### src/rtl/matrix_row_accumulate_if.sv
// ---------------------------------------------------------------------------
// matrix_row_accumulate_if
//
// Stream bundle for matrix_row_accumulate. It carries the element input stream
// from the transpose stage and the row-sum output stream to the next stage.
//
// Parameters
//   SIZE        matrix dimension; only used here to size the sum
//   DATA_WIDTH  input element width
//   OUT_WIDTH   (local) row-sum width, DATA_WIDTH + $clog2(SIZE)
//
// Signals
//   in_tdata   [DATA_WIDTH]  element
//   in_tvalid                element valid
//   in_tlast                 last element of a matrix
//   in_tready                element accepted when in_tvalid && in_tready
//   out_tdata  [OUT_WIDTH]   row sum
//   out_tvalid               row sum valid
//   out_tlast                sum of the last row of a matrix
//   out_tready               downstream ready
//
// Modports
//   master  upstream/downstream environment (drives in_*, out_tready)
//   slave   the accumulator itself (drives in_tready, out_tdata/valid/last)
// ---------------------------------------------------------------------------
interface matrix_row_accumulate_if #(
  parameter int SIZE       = 4,
  parameter int DATA_WIDTH = 32
);
  localparam int OUT_WIDTH = DATA_WIDTH + $clog2(SIZE);

  logic [DATA_WIDTH-1:0] in_tdata;
  logic                  in_tvalid;
  logic                  in_tlast;
  logic                  in_tready;

  logic [OUT_WIDTH-1:0]  out_tdata;
  logic                  out_tvalid;
  logic                  out_tlast;
  logic                  out_tready;

  modport master (
    output in_tdata,
    output in_tvalid,
    output in_tlast,
    input  in_tready,
    input  out_tdata,
    input  out_tvalid,
    input  out_tlast,
    output out_tready
  );

  modport slave (
    input  in_tdata,
    input  in_tvalid,
    input  in_tlast,
    output in_tready,
    output out_tdata,
    output out_tvalid,
    output out_tlast,
    input  out_tready
  );
endinterface

### src/rtl/matrix_row_accumulate.sv
// ---------------------------------------------------------------------------
// matrix_row_accumulate
//
// Streaming reduction stage placed after matrix_transpose. It consumes a
// SIZE x SIZE matrix row-major, one element per beat, and emits one sum per
// row (SIZE sums per matrix, out_tlast on the last). Because the input is
// already transposed, these are the column sums of the original matrix.
//
// Frame alignment is checked against in_tlast: an early tlast closes the
// matrix with a partial row sum, a missing tlast closes it at the natural
// boundary anyway. Either case raises a one-cycle frame_err pulse and the
// row/column counters restart at 0.
//
// Parameters
//   SIZE        matrix dimension, power of two, >= 2
//   DATA_WIDTH  input element width
//   OUT_WIDTH   (local) DATA_WIDTH + $clog2(SIZE); a row sum cannot overflow
//
// Ports
//   clk        rising-edge clock
//   rst        synchronous reset, active low
//   axis       matrix_row_accumulate_if.slave stream bundle
//   frame_err  one-cycle pulse after a row-end beat whose tlast disagrees
//              with the matrix position
//
// Build option
//   MATRIX_ROW_ACCUMULATE_SIGNED_EN  when defined, elements are two's
//   complement and sign-extended before addition; otherwise zero-extended.
//   Ports and timing are identical in both builds.
// ---------------------------------------------------------------------------
module matrix_row_accumulate #(
  parameter int SIZE       = 4,
  parameter int DATA_WIDTH = 32
) (
  input  logic                   clk,
  input  logic                   rst,
  matrix_row_accumulate_if.slave axis,
  output logic                   frame_err
);

  localparam int OUT_WIDTH = DATA_WIDTH + $clog2(SIZE);
  localparam int EXT_BITS  = OUT_WIDTH - DATA_WIDTH;
  localparam int CNT_WIDTH = $clog2(SIZE);
  localparam logic [CNT_WIDTH-1:0] LAST_IDX = CNT_WIDTH'(SIZE - 1);

  // S_HOLD marks a row-end beat waiting on a full, undrained output stage.
  typedef enum logic [0:0] {
    S_ACC,
    S_HOLD
  } state_t;

  state_t                state;

  logic [OUT_WIDTH-1:0]  acc;
  logic [CNT_WIDTH-1:0]  col;
  logic [CNT_WIDTH-1:0]  row;

  logic [OUT_WIDTH-1:0]  out_data_q;
  logic                  out_valid_q;
  logic                  out_last_q;

  logic [OUT_WIDTH-1:0]  in_ext;
  logic [OUT_WIDTH-1:0]  row_sum;
  logic                  row_end;
  logic                  at_frame_end;
  logic                  sum_last;
  logic                  drain;
  logic                  stall;
  logic                  accept;

  // ---------------------------------------------------------------------
  // Combinational decode of the current beat
  // ---------------------------------------------------------------------
  always_comb begin
`ifdef MATRIX_ROW_ACCUMULATE_SIGNED_EN
    in_ext = {{EXT_BITS{axis.in_tdata[DATA_WIDTH-1]}}, axis.in_tdata};
`else
    in_ext = {{EXT_BITS{1'b0}}, axis.in_tdata};
`endif
    row_sum      = acc + in_ext;

    // A beat closes a row at the last column or whenever tlast is seen.
    row_end      = (col == LAST_IDX) || axis.in_tlast;
    at_frame_end = (col == LAST_IDX) && (row == LAST_IDX);
    sum_last     = (row == LAST_IDX) || axis.in_tlast;

    drain        = out_valid_q && axis.out_tready;

    // Only a row-end beat needs the output stage; it may proceed when the
    // stage is empty or being drained this very cycle (no bubble).
    stall        = row_end && out_valid_q && !axis.out_tready;
    accept       = axis.in_tvalid && !stall;
  end

  assign axis.in_tready  = !stall;
  assign axis.out_tdata  = out_data_q;
  assign axis.out_tvalid = out_valid_q;
  assign axis.out_tlast  = out_last_q;

  // ---------------------------------------------------------------------
  // Accumulator, counters, output holding stage and FSM
  // ---------------------------------------------------------------------
  always_ff @(posedge clk) begin
    if (!rst) begin
      state       <= S_ACC;
      acc         <= '0;
      col         <= '0;
      row         <= '0;
      out_data_q  <= '0;
      out_valid_q <= 1'b0;
      out_last_q  <= 1'b0;
      frame_err   <= 1'b0;
    end else begin
      frame_err <= 1'b0;

      if (drain) begin
        out_valid_q <= 1'b0;
      end

      if (accept) begin
        if (row_end) begin
          // A load in the same cycle as a drain overrides the clear above.
          out_data_q  <= row_sum;
          out_valid_q <= 1'b1;
          out_last_q  <= sum_last;
          acc         <= '0;
          col         <= '0;
          row         <= sum_last ? '0 : row + 1'b1;
          // Covers both early tlast and missing tlast at the frame end.
          frame_err   <= (axis.in_tlast != at_frame_end);
        end else begin
          acc <= row_sum;
          col <= col + 1'b1;
        end
      end

      case (state)
        S_ACC: begin
          if (axis.in_tvalid && stall) begin
            state <= S_HOLD;
          end
        end
        S_HOLD: begin
          if (axis.out_tready) begin
            state <= S_ACC;
          end
        end
        default: state <= S_ACC;
      endcase
    end
  end

endmodule

### src/flat_wrapper.sv
// flat-port wrapper written by rule: the top's interface ports become plain ports
module matrix_row_accumulate_flat 
#(
  parameter int SIZE       = 4,
  parameter int DATA_WIDTH = 32
)
  (clk, rst, frame_err, axis_in_tdata, axis_in_tvalid, axis_in_tlast, axis_in_tready, axis_out_tdata, axis_out_tvalid, axis_out_tlast, axis_out_tready);
  matrix_row_accumulate_if #(.SIZE(SIZE), .DATA_WIDTH(DATA_WIDTH)) axis_i ();
  input  logic clk;
  input  logic rst;
  output logic frame_err;
  input wire logic [$bits(axis_i.in_tdata)-1:0] axis_in_tdata;
  input wire logic [$bits(axis_i.in_tvalid)-1:0] axis_in_tvalid;
  input wire logic [$bits(axis_i.in_tlast)-1:0] axis_in_tlast;
  output wire logic [$bits(axis_i.in_tready)-1:0] axis_in_tready;
  output wire logic [$bits(axis_i.out_tdata)-1:0] axis_out_tdata;
  output wire logic [$bits(axis_i.out_tvalid)-1:0] axis_out_tvalid;
  output wire logic [$bits(axis_i.out_tlast)-1:0] axis_out_tlast;
  input wire logic [$bits(axis_i.out_tready)-1:0] axis_out_tready;
  assign axis_i.in_tdata = axis_in_tdata;
  assign axis_i.in_tvalid = axis_in_tvalid;
  assign axis_i.in_tlast = axis_in_tlast;
  assign axis_in_tready = axis_i.in_tready;
  assign axis_out_tdata = axis_i.out_tdata;
  assign axis_out_tvalid = axis_i.out_tvalid;
  assign axis_out_tlast = axis_i.out_tlast;
  assign axis_i.out_tready = axis_out_tready;
  matrix_row_accumulate #(.SIZE(SIZE), .DATA_WIDTH(DATA_WIDTH)) u_core (.clk(clk), .rst(rst), .axis(axis_i), .frame_err(frame_err));
endmodule
### config.mk
export PLATFORM = sky130hd
export DESIGN_NAME = matrix_row_accumulate_flat
export DESIGN_NICKNAME = d
export VERILOG_FILES = /design/src/rtl/matrix_row_accumulate_if.sv /design/src/rtl/matrix_row_accumulate.sv /design/src/flat_wrapper.sv
export SDC_FILE = /design/constraint.sdc
export NUM_CORES = 1
export LEC_CHECK = 0
export CAP_MARGIN = 10
export CORE_MARGIN = 2
export CORE_UTILIZATION = 55
export CTS_BUF_LIST = sky130_fd_sc_hd__clkbuf_16
export DETAILED_ROUTE_END_ITERATION = 10
export HOLD_SLACK_MARGIN = 0.08
export PLACE_DENSITY = 0.88
export SKIP_LAST_GASP = 1
export SYNTH_ARGS = -nofsm -noshare
export SYNTH_HDL_FRONTEND = slang
export SYNTH_SLANG_ARGS = --single-unit
### constraint.sdc
create_clock -name clk -period 5 [get_ports clk]
set_clock_uncertainty 0.05 [all_clocks]
set_input_delay 1 -clock clk [delete_from_list [all_inputs] [get_ports clk]]
set_output_delay 1 -clock clk [all_outputs]
set_load 0.005 [all_outputs]
==> flow_summary_export.csv <==
group,metric,value,unit
status,status,"finished, final reports clean",
power_and_ir_drop,pwr-share-clk,0.412,
worst_hold_path,holdCritStartpoint,"u_core.row[1]",
global_route,globalRouteOverflowTotal,0,
worst_hold_path,min_path_type,"flop to flop",
floorplanning,coreArea,0.00818,mm2
finish,nets,704,
critical_path,critPathRequiredTime,5200,ps
critical_path,start_kind,"primary input",
route,drt_iter0_drc,266,
finish,diodes,0,
route,drt-vias-per-instance,6.17,
global_route,grt_usage,0.302,
synthesis,syn_avg_cell_area,8.08,um2
floorplanning,die_area,0.00910,mm2
placement,numPortBuffers,74,
clocking,cts_max_level,3,
sta,max_slew_margin,0.494,
worst_hold_path,min_path_cells,2,
sta,finalCriticalPeriod,3880,ps
finish,area_growth,25.2,%
synthesis,yosys_warnings,0,
critical_path,critPathArrivalTime,4080,ps
critical_path,critPathKind,"primary input to flop",
floorplanning,die_w,95.4,um
clocking,clk_pin_slew_worst_paths,70,ps
run,cap_violations,0,
sta,hold_viol,0,
floorplanning,die_h,95.4,um
sta,drv_slew,0,
power_and_ir_drop,cellLeakagePower,2.45,nW
synthesis,synthesis.nets,641,
route,drc,0,
sta,rsz0062_at_grt,"no",
global_route,grt_max_degree,36,
route,num_vias,4580,
synthesis,synth-async-reset-ratio,0,
critical_path,worstReg2RegStart,"u_core.acc[0]",
critical_path,end_kind,"flop",
synthesis,synth_area_leader_cell,"dfxtp_1",
synthesis,synth.top_cell.area_share,0.327,
global_route,grt_pass1_wl,21.4,mm
synthesis,syn_inst,569,
clocking,postCtsSetupRepairBufs,0,
route,drt-total-wl,13.2,mm
sta,setup_violations,0,
critical_path,cp-startpoint,"axis_in_tdata[0]",
floorplanning,core.rowCount,33,
power_and_ir_drop,p_int,1.26,mW
power_and_ir_drop,combPwrFrac,0.220,
finish,post_route_cells_drive_above_1_share,0.0549,
global_route,grt_antenna_before_repair,0,
power_and_ir_drop,powerDensity,309,mW/mm2
clocking,clock_latency,340,ps
placement,routabilityCongestion,0.943,
synthesis,synth_ff_type,"dfxtp_1",
floorplanning,io_pins,75,
power_and_ir_drop,p_sw_frac,0.293,
synthesis,ys_seq_elements,75,
synthesis,ys_seq_area_frac,0.327,
route,antenna_left,0,
clocking,clockBufferDepth,2,
route,wire_per_inst,17.8,um
clocking,root_buffer,"clkbuf_16",
power_and_ir_drop,switching_power,0.521,mW
synthesis,synth_commonest_cells,"dfxtp_1, nor2_1, nand2_1",
clocking,numCtsBuffers,9,
synthesis,synth_most_common_cell,"dfxtp_1",
placement,dp_hpwl,9.64,mm
power_and_ir_drop,ir_drop,188,uV
clocking,cts_resized,0,
route,dr.pass1.iters,7,
global_route,grt_pass1_vias,4426,
sta,finalSetupTns,0,ps
synthesis,syn_area,0.00460,mm2
sta,max_clock_freq,0.258,GHz
critical_path,reg2regPathDepth,11,
sta,period_share,0.776,
floorplanning,start_util,0.562,
sta,hold-worst-slack,407,ps
synthesis,synth_enable_flop_cells,0,
critical_path,crit_fanout,4,
synthesis,synth.distinct_cells,66,
clocking,cts_sinks,75,
sta,tightest_slew,759,ps
synthesis,synth_area_leaders,"dfxtp_1, ha_1, a21oi_1",
clocking,cts_hold_buf,0,
power_and_ir_drop,pwr-share-seq,0.368,
clocking,cts_tree,"yes",
## registers in the layout, indices dropped and copies added, names as in the netlist
signal                  cells
u_core.axis.out_tdata      34
u_core.row                  2
u_core.axis.out_tlast       1
u_core.acc                 34
u_core.col                  2
u_core.axis.out_tvalid      1
u_core.frame_err            1
## final timing paths
kind                    end  slack [ps]
max          u_core.acc[30]        1120
min           u_core.row[1]         410
max reg2reg  u_core.acc[30]        1890
min reg2reg   u_core.row[1]         410
## cells in the final DEF (no fill, tap or decap), types with 13 or more instances in the layout
cell and instances:
dfxtp_1 75, clkdlybuf4s50_1 74, nor2_1 60, nand2_1 60, a21oi_1 50, ha_1 34, a21o_1 28, o21ai_0 26
nand3_1 20, and2_1 13
## critical path, stage by stage
cell	delay [ps]
clkdlybuf4s50_1	460
ha_1	170
inv_1	60
fa_1	400
nor2b_1	190
o31ai_2	130
a2111oi_4	430
o21bai_1	190
a311oi_2	420
a31oi_1	180
xor2_1	180
a211oi_1	240
## power groups by stage
stage,Sequential [mW],Clock (mW),Combinational [mW]
global placement,0.666,0,0.375
finish,0.655,0.732,0.391
global route,0.659,0.765,0.429
floorplan,0.665,0,0.244
detailed placement,0.668,0,0.382
CTS,0.655,0.734,0.388
## routing by layer
metal	global-route usage	vias to the layer above	share of wire
met2	0.523	173	0.49
met5	0	-	0
li1	-	2219	-
met1	0.373	2154	0.42
met3	0.0498	34	0.058
met4	0.120	0	0.027
## cell families (layout without fill, tap and decap cells)
kind of cell | Yosys count | count (layout) | synth area share
flip-flops | 75 | 75 | 0.327
XOR/XNOR | 23 | 23 | 0.0438
multiplexers | 1 | 1 | 0.00218
buffers and inverters | 36 | 104 | 0.0294
AO/OA/AOI/OAI | 186 | 186 | 0.280
AND/OR/NAND/NOR | 213 | 213 | 0.221
adder cells (fa/ha/maj) | 35 | 35 | 0.0969
## stage by stage
step,util,std cells,worst slack [ps],area (um2),power [mW]
floorplan,-,569,1700,4600,0.909
global placement,0.663,726,976,5420,1.04
detailed placement,0.663,726,870,5420,1.05
CTS,0.704,742,1180,5760,1.78
global route,0.704,742,972,5760,1.85
finish,0.704,742,1120,5760,1.78
## area by class of cell
type | instances | area [um2]
sequential | 75 | 1500
fill | 654 | 2420
clock inverter | 7 | 108
clock buffer | 9 | 225
inverter | 8 | 30.0
timing repair buffer | 80 | 798
tap | 105 | 131
multi-input combinational | 458 | 2960
(Power assumes the default switching activity.)
